## config.mk

```make
export PLATFORM = sky130hd
export DESIGN_NAME = board_writer
export DESIGN_NICKNAME = d
export VERILOG_FILES = /design/src/rtl/board_pkg.sv /design/src/rtl/board_writer.sv
export SDC_FILE = /design/constraint.sdc
export NUM_CORES = 2
export LEC_CHECK = 0
export ABC_AREA = 1
export CAP_MARGIN = 20
export CORE_AREA = 3 3 477 479
export CTS_BUF_LIST = sky130_fd_sc_hd__clkbuf_8
export CTS_CLUSTER_DIAMETER = 40
export DETAILED_ROUTE_END_ITERATION = 12
export DIE_AREA = 0 0 480 482
export GPL_ROUTABILITY_DRIVEN = 0
export HOLD_SLACK_MARGIN = 0.03
export SYNTH_ARGS = -nofsm -noshare
export SYNTH_HDL_FRONTEND = slang
export SYNTH_SLANG_ARGS = --single-unit
export TNS_END_PERCENT = 30
```

## constraint.sdc

```tcl
create_clock -name clk -period 3.35 [get_ports clk]
set_clock_uncertainty 0.15 [all_clocks]
set_input_delay 0.335 -clock clk [delete_from_list [all_inputs] [get_ports clk]]
set_output_delay 0.335 -clock clk [all_outputs]
set_load 0.1 [all_outputs]
```

## src/rtl/board_pkg.sv

```systemverilog
// Shared types for the game board writer and the pixel renderer that consumes the board.
package board_pkg;

    localparam int ROWS_C   = 10;
    localparam int COLS_C   = 10;
    localparam int CELL_W_C = 12;

    typedef logic [CELL_W_C-1:0] cell_t;
    // Row index first, column index second; row ROWS_C-1 is the bottom of the board.
    typedef cell_t board_t [ROWS_C][COLS_C];

    typedef enum logic {
        OP_DROP  = 1'b0,
        OP_CLEAR = 1'b1
    } op_e;

    typedef enum logic [1:0] {
        ST_OK        = 2'd0,
        ST_COL_FULL  = 2'd1,
        ST_BAD_COL   = 2'd2,
        ST_BAD_VALUE = 2'd3
    } status_e;

    typedef enum logic [2:0] {
        IDLE  = 3'd0,
        SCAN  = 3'd1,
        WRITE = 3'd2,
        CLEAR = 3'd3,
        RESP  = 3'd4
    } state_e;

endpackage

```

## src/rtl/board_writer.sv

```systemverilog
// Command-driven board writer: gravity drops and full clears, committed only in vertical blank
// so the renderer never observes a half-updated board.
module board_writer
    import board_pkg::*;
#(
    parameter int ROWS        = ROWS_C,
    parameter int COLS        = COLS_C,
    parameter int CELL_W      = CELL_W_C,
    parameter int SYNC_VBLANK = 1
) (
    input  logic              clk,
    input  logic              rst_n,
    input  logic              vblank,
    input  logic              cmd_valid,
    output logic              cmd_ready,
    input  logic              cmd_op,
    input  logic [3:0]        cmd_col,
    input  logic [CELL_W-1:0] cmd_value,
    output logic              rsp_valid,
    output logic [1:0]        rsp_status,
    output logic [3:0]        rsp_row,
    output logic [6:0]        piece_count,
    output logic [CELL_W-1:0] matrixGame [ROWS][COLS]
);

    localparam int         MAX_PIECES = ROWS * COLS;
    localparam logic [3:0] LAST_ROW   = 4'(ROWS - 1);

    state_e            state_q, state_d;
    logic [3:0]        row_ptr_q, row_ptr_d;
    logic [3:0]        col_q, col_d;
    logic [CELL_W-1:0] value_q, value_d;
    status_e           rsp_status_q, rsp_status_d;
    logic [3:0]        rsp_row_q, rsp_row_d;
    logic [6:0]        count_q, count_d;
    logic [CELL_W-1:0] board_q [ROWS][COLS];

    logic              wr_en, clr_en, commit_ok, cell_empty;
    logic [ROWS-1:0]   row_sel;

    assign commit_ok  = (SYNC_VBLANK == 0) || vblank;
    assign cell_empty = (board_q[row_ptr_q][col_q] == '0);

    for (genvar gi = 0; gi < ROWS; gi++) begin : g_row_sel
        assign row_sel[gi] = (row_ptr_q == 4'(gi));
    end

    always_comb begin
        state_d      = state_q;
        row_ptr_d    = row_ptr_q;
        col_d        = col_q;
        value_d      = value_q;
        rsp_status_d = rsp_status_q;
        rsp_row_d    = rsp_row_q;
        count_d      = count_q;
        wr_en        = 1'b0;
        clr_en       = 1'b0;

        case (state_q)
            IDLE: begin
                if (cmd_valid) begin
                    col_d   = cmd_col;
                    value_d = cmd_value;
                    if (op_e'(cmd_op) == OP_CLEAR) begin
                        state_d   = CLEAR;
                        row_ptr_d = '0;
                    end else if (int'(cmd_col) >= COLS) begin
                        state_d      = RESP;
                        rsp_status_d = ST_BAD_COL;
                        rsp_row_d    = '0;
                    end else if (cmd_value == '0) begin
                        state_d      = RESP;
                        rsp_status_d = ST_BAD_VALUE;
                        rsp_row_d    = '0;
                    end else begin
                        state_d   = SCAN;
                        row_ptr_d = LAST_ROW;
                    end
                end
            end
            // Walk upward from the bottom until the first empty cell of the column.
            SCAN: begin
                if (cell_empty) begin
                    state_d = WRITE;
                end else if (row_ptr_q == '0) begin
                    state_d      = RESP;
                    rsp_status_d = ST_COL_FULL;
                    rsp_row_d    = '0;
                end else begin
                    row_ptr_d = row_ptr_q - 4'd1;
                end
            end
            WRITE: begin
                if (commit_ok) begin
                    wr_en        = 1'b1;
                    rsp_status_d = ST_OK;
                    rsp_row_d    = row_ptr_q;
                    state_d      = RESP;
                    if (int'(count_q) < MAX_PIECES) begin
                        count_d = count_q + 7'd1;
                    end
                end
            end
            CLEAR: begin
                if (commit_ok) begin
                    clr_en = 1'b1;
                    if (row_ptr_q == LAST_ROW) begin
                        count_d      = '0;
                        rsp_status_d = ST_OK;
                        rsp_row_d    = '0;
                        state_d      = RESP;
                    end else begin
                        row_ptr_d = row_ptr_q + 4'd1;
                    end
                end
            end
            RESP:    state_d = IDLE;
            default: state_d = IDLE;
        endcase
    end

    always_ff @(posedge clk or negedge rst_n) begin
        if (!rst_n) begin
            state_q      <= IDLE;
            row_ptr_q    <= '0;
            col_q        <= '0;
            value_q      <= '0;
            rsp_status_q <= ST_OK;
            rsp_row_q    <= '0;
            count_q      <= '0;
        end else begin
            state_q      <= state_d;
            row_ptr_q    <= row_ptr_d;
            col_q        <= col_d;
            value_q      <= value_d;
            rsp_status_q <= rsp_status_d;
            rsp_row_q    <= rsp_row_d;
            count_q      <= count_d;
        end
    end

    always_ff @(posedge clk or negedge rst_n) begin
        if (!rst_n) begin
            for (int r = 0; r < ROWS; r++) begin
                for (int c = 0; c < COLS; c++) begin
                    board_q[r][c] <= '0;
                end
            end
        end else begin
            for (int r = 0; r < ROWS; r++) begin
                for (int c = 0; c < COLS; c++) begin
                    if (clr_en && row_sel[r]) begin
                        board_q[r][c] <= '0;
                    end else if (wr_en && row_sel[r] && (col_q == 4'(c))) begin
                        board_q[r][c] <= value_q;
                    end
                end
            end
        end
    end

    assign cmd_ready   = (state_q == IDLE);
    assign rsp_valid   = (state_q == RESP);
    assign rsp_status  = rsp_status_q;
    assign rsp_row     = rsp_row_q;
    assign piece_count = count_q;
    assign matrixGame  = board_q;

endmodule

```

==> metrics.md <==
| Metric | Value |
|---|---|
| DRT antenna net count | `0` |
| CP Class | `register to register` |
| Detailed Route WL | `415 mm` |
| Fin. Hold Viols | `0` |
| Global Route Usage Sum | `34.3%` |
| Unrepaired setup endpoints after global routing | `yes` |
| Drt first pass iters | `9` |
| Failing checks | `setup timing` |
| Yosys reg bits | `1236` |
| Final setup vio count | `10` |
| Vias in the first global route | `approximately 59000` |
| Distinct cells, synth | `41` |
| Met2 wire length | `163 mm` |
| Clock sink total | `around 1200` |
| Effective utilization at floorplan | `25.2%` |
| Initial antenna violation count | `44` |
| Layout Utilization | `a little over a third` |
| H-tree depth | `4` |
| Least-Margin Pin Slew | `1.04 ns` |
| Post-route setup slack | `-0.0849 ns` |
| Syn-to-layout area delta | `45.0%` |
| Setup TNS | `-0.451 ns` |
| Final nets | `9021` |
| Min cycle time layout | `3.43 ns` |
| Final period util | `103%` |
| Core area | `0.224 mm²` |
| CTS tree | `done` |
| CTS root buffer | `clkbuf_8` |
| Met3 WL | `69.8 mm` |
| Crit path capture type | `register` |
| Largest net degree at the start of global routing | `approximately 130` |
| Req. time, crit path | `roughly 4 ns` |
| Number of port buffers | `between 1000 and 1500` |
| Layout cell share with drive strength beyond 1 | `26.6%` |
| Crit Path Max Fanout | `8` |
| Mapped Cells | `between 7000 and 8000` |
| DRT met1 WL | `about 160 mm` |
| Row cnt | `174` |
| Dpl hpwl | `333 mm` |
| Syn Area/Cell | `just under 8 µm²` |
| Startpoint types | `register` |
| First-pass GRT wire length | `539 mm` |
| Maximum root-to-sink buffer count | `3` |
| Die ar. | `roughly 0.23 mm²` |
| Worst-Skew Late Latency | `approximately 1.1 ns` |
| Routed len/inst | `34.0 µm` |
| Predominant post-synthesis flop cell | `dfrtp_1` |
| Initial detailed-routing violation count | `between 9000 and 10000` |
| Die width | `480 µm` |
| Net count after synthesis | `7228` |
| CTS Buf Count | `238` |
| Max layer used | `met5` |
| Seq/Total Area, Yosys | `a little over half` |
| Crit-path cells | `clkinv_16 -> buf_16 -> buf_12 -> a21oi_2 -> nand4_1 -> nand3_4 -> buf_12 -> nand3_1 -> nand2_1 -> nand2_1 -> nor2_1 -> nand3_2 -> o21bai_4 -> nand4_4 -> buf_8 -> buf_6 -> nand3_2 -> nand2_2` |
| I/O pin count | `1236` |
| Hold WS | `0.218 ns` |
| Die Y | `roughly 480 µm` |
| Max Freq | `a little under 300 MHz` |
| Drc violations | `0` |
| Vias | `about 64000` |
| HP Class | `primary input to register` |
| Fin. max-slew vios | `0` |
| MaxCap Viol Count | `0` |
| GRT overflow | `0` |
| Slowest stage delay, CP | `0.57 ns` |
| Synthesized area | `0.0564 mm²` |
| CP max stage cell | `dfrtp_4` |
| Post-synth EDFFs | `0` |
| Status | `complete, but fails checks` |
| Async SR Flop Fraction | `100%` |
| Yosys warns | `0` |
| Slew headroom | `30.4%` |
| Vias/cell | `5.25` |
| Crit path DAT | `around 4.2 ns` |
| Clk pin slew, worst setup/hold paths | `0.06 ns` |
-- critical path: cells and delay by family, from the launching register on --
family,cells,cell delay (ns)
flip-flops,1,0.57
AO/OA/AOI/OAI,2,0.26
AND/OR/NAND/NOR,10,1.35
buffers and inverters,6,0.93
-- routing by layer --
| metal | track usage (%) | up-vias |
|---|---|---|
| li1 | - | 26642 |
| met1 | 42.7 | 31174 |
| met2 | 47.2 | 5204 |
| met3 | 19.3 | 997 |
| met4 | 16.9 | 10 |
| met5 | 0 | - |
-- final timing paths --
check | slack, ns | end | startpoint | cells after the start
max | -0.08 | rsp_row[2] | row_ptr_q[1] | 18
min | 0.22 | state_q[1] | cmd_valid | 7
max reg2reg | -0.08 | rsp_row[2] | row_ptr_q[1] | 18
min reg2reg | 0.36 | matrixGame[1158] | matrixGame[1158] | 2
max in group asynchronous | 1.26 | matrixGame[180] | rst_n | 6
min in group asynchronous | 0.40 | matrixGame[913] | rst_n | 4
-- timing repair --
action	in CTS	in global routing
endpoints found under the hold margin	1255	0
hold buffers	22	0
cloned	7	12
pin swaps	18	45
gates resized for setup	92	195
endpoints found under the setup margin	139	29
buffers inserted	15	26
-- layout make-up --
class	count	area (µm²)
multi-input combinational	4981	22400
antenna	11	27.5
inverter	635	2440
fill	23122	142000
timing repair inverter	3	40.0
clock inverter	139	1310
sequential	1236	30900
timing repair buffer	1899	16800
clock buffer	294	4050
tap	2992	3740
-- Yosys cell counts (2+ instances only) --
cell type	instances	area, µm²
or2_1	4	25.0
buf_2	143	716
inv_1	604	2270
buf_4	4	30.0
or2_2	16	100
o211ai_1	44	330
a21oi_1	59	295
nand2_2	10	62.6
ha_1	6	75.1
nor2_1	431	1620
dfrtp_1	1236	30900
nor3_2	3	30.0
or3_1	16	100
nor4_1	10	62.6
o21ai_0	1354	6780
buf_1	7	26.3
nand3b_1	21	158
clkbuf_1	194	728
o31ai_1	9	67.6
o21ai_1	44	220
clkinv_1	7	26.3
nor3_1	36	180
o22ai_1	2	12.5
nand2_1	2596	9740
a31oi_1	2	12.5
nand3_1	277	1390
nand4_1	19	119
nor2_2	8	50.1
nor2_4	4	45.0
inv_2	24	90.1
-- cells by family (layout without fill, tap and decap cells) --
| logic type | count (synthesis) | count (layout) | share of synthesized area (%) |
|---|---|---|---|
| xor+xnor | 1 | 1 | 0.0155 |
| mux | 1 | 1 | 0.0200 |
| simple gates | 3452 | 3452 | 24.3 |
| flops | 1236 | 1236 | 54.9 |
| buf+inv | 984 | 2970 | 6.91 |
| compound gates | 1521 | 1521 | 13.8 |
| other cells | 0 | 11 | 0 |
| fa+ha+maj | 6 | 6 | 0.133 |
-- layout by cell type (no fill, tap or decap), types with 7 or more instances in the layout --
cell type           n
buf_4            1639
o21ai_1            58
nor3_1             30
nor2_1            401
buf_12            151
nand3_1           235
clkdlybuf4s50_1    40
o21ai_2            11
o211ai_1           44
nand3b_1           21
dfrtp_1          1234
buf_16              9
diode_2            11
nor2_2             34
nand3_2            30
nand2_4             9
clkinvlp_4         14
clkinv_4            9
nand2_2            50
clkbuf_16          11
or3_1              16
bufinv_16          21
inv_2              23
nand4_1            19
buf_6              20
nand2_1          2546
a21oi_1            55
nor2_4              8
nand3_4            12
o21ai_0          1325
dlygate4sd3_1      21
clkbuf_8          294
clkinv_2           30
inv_1             657
or2_2              16
clkinv_1            7
-- stage by stage --
step           cells  cell area, µm²  worst slack [ns]
6_report       12190           81800           -0.0849
5_1_grt        12182           81700           -0.0609
4_1_cts        12143           80500           0.00222
3_5_place_dp   11666           74300            -0.329
3_3_place_gp   11666           74300            -0.389
2_1_floorplan   7201           56400             0.256
-- flip-flops by register name, indices dropped and copies added (netlist names) --
signal / flops
rsp_row: 4
rsp_status: 2
row_ptr_q: 4
col_q: 4
value_q: 12
matrixGame: 1200
state_q: 3
piece_count: 7
Power is left out: the tool's default activity adds up to more than one toggle a clock period on the data nets, which glitch-free logic cannot reach.
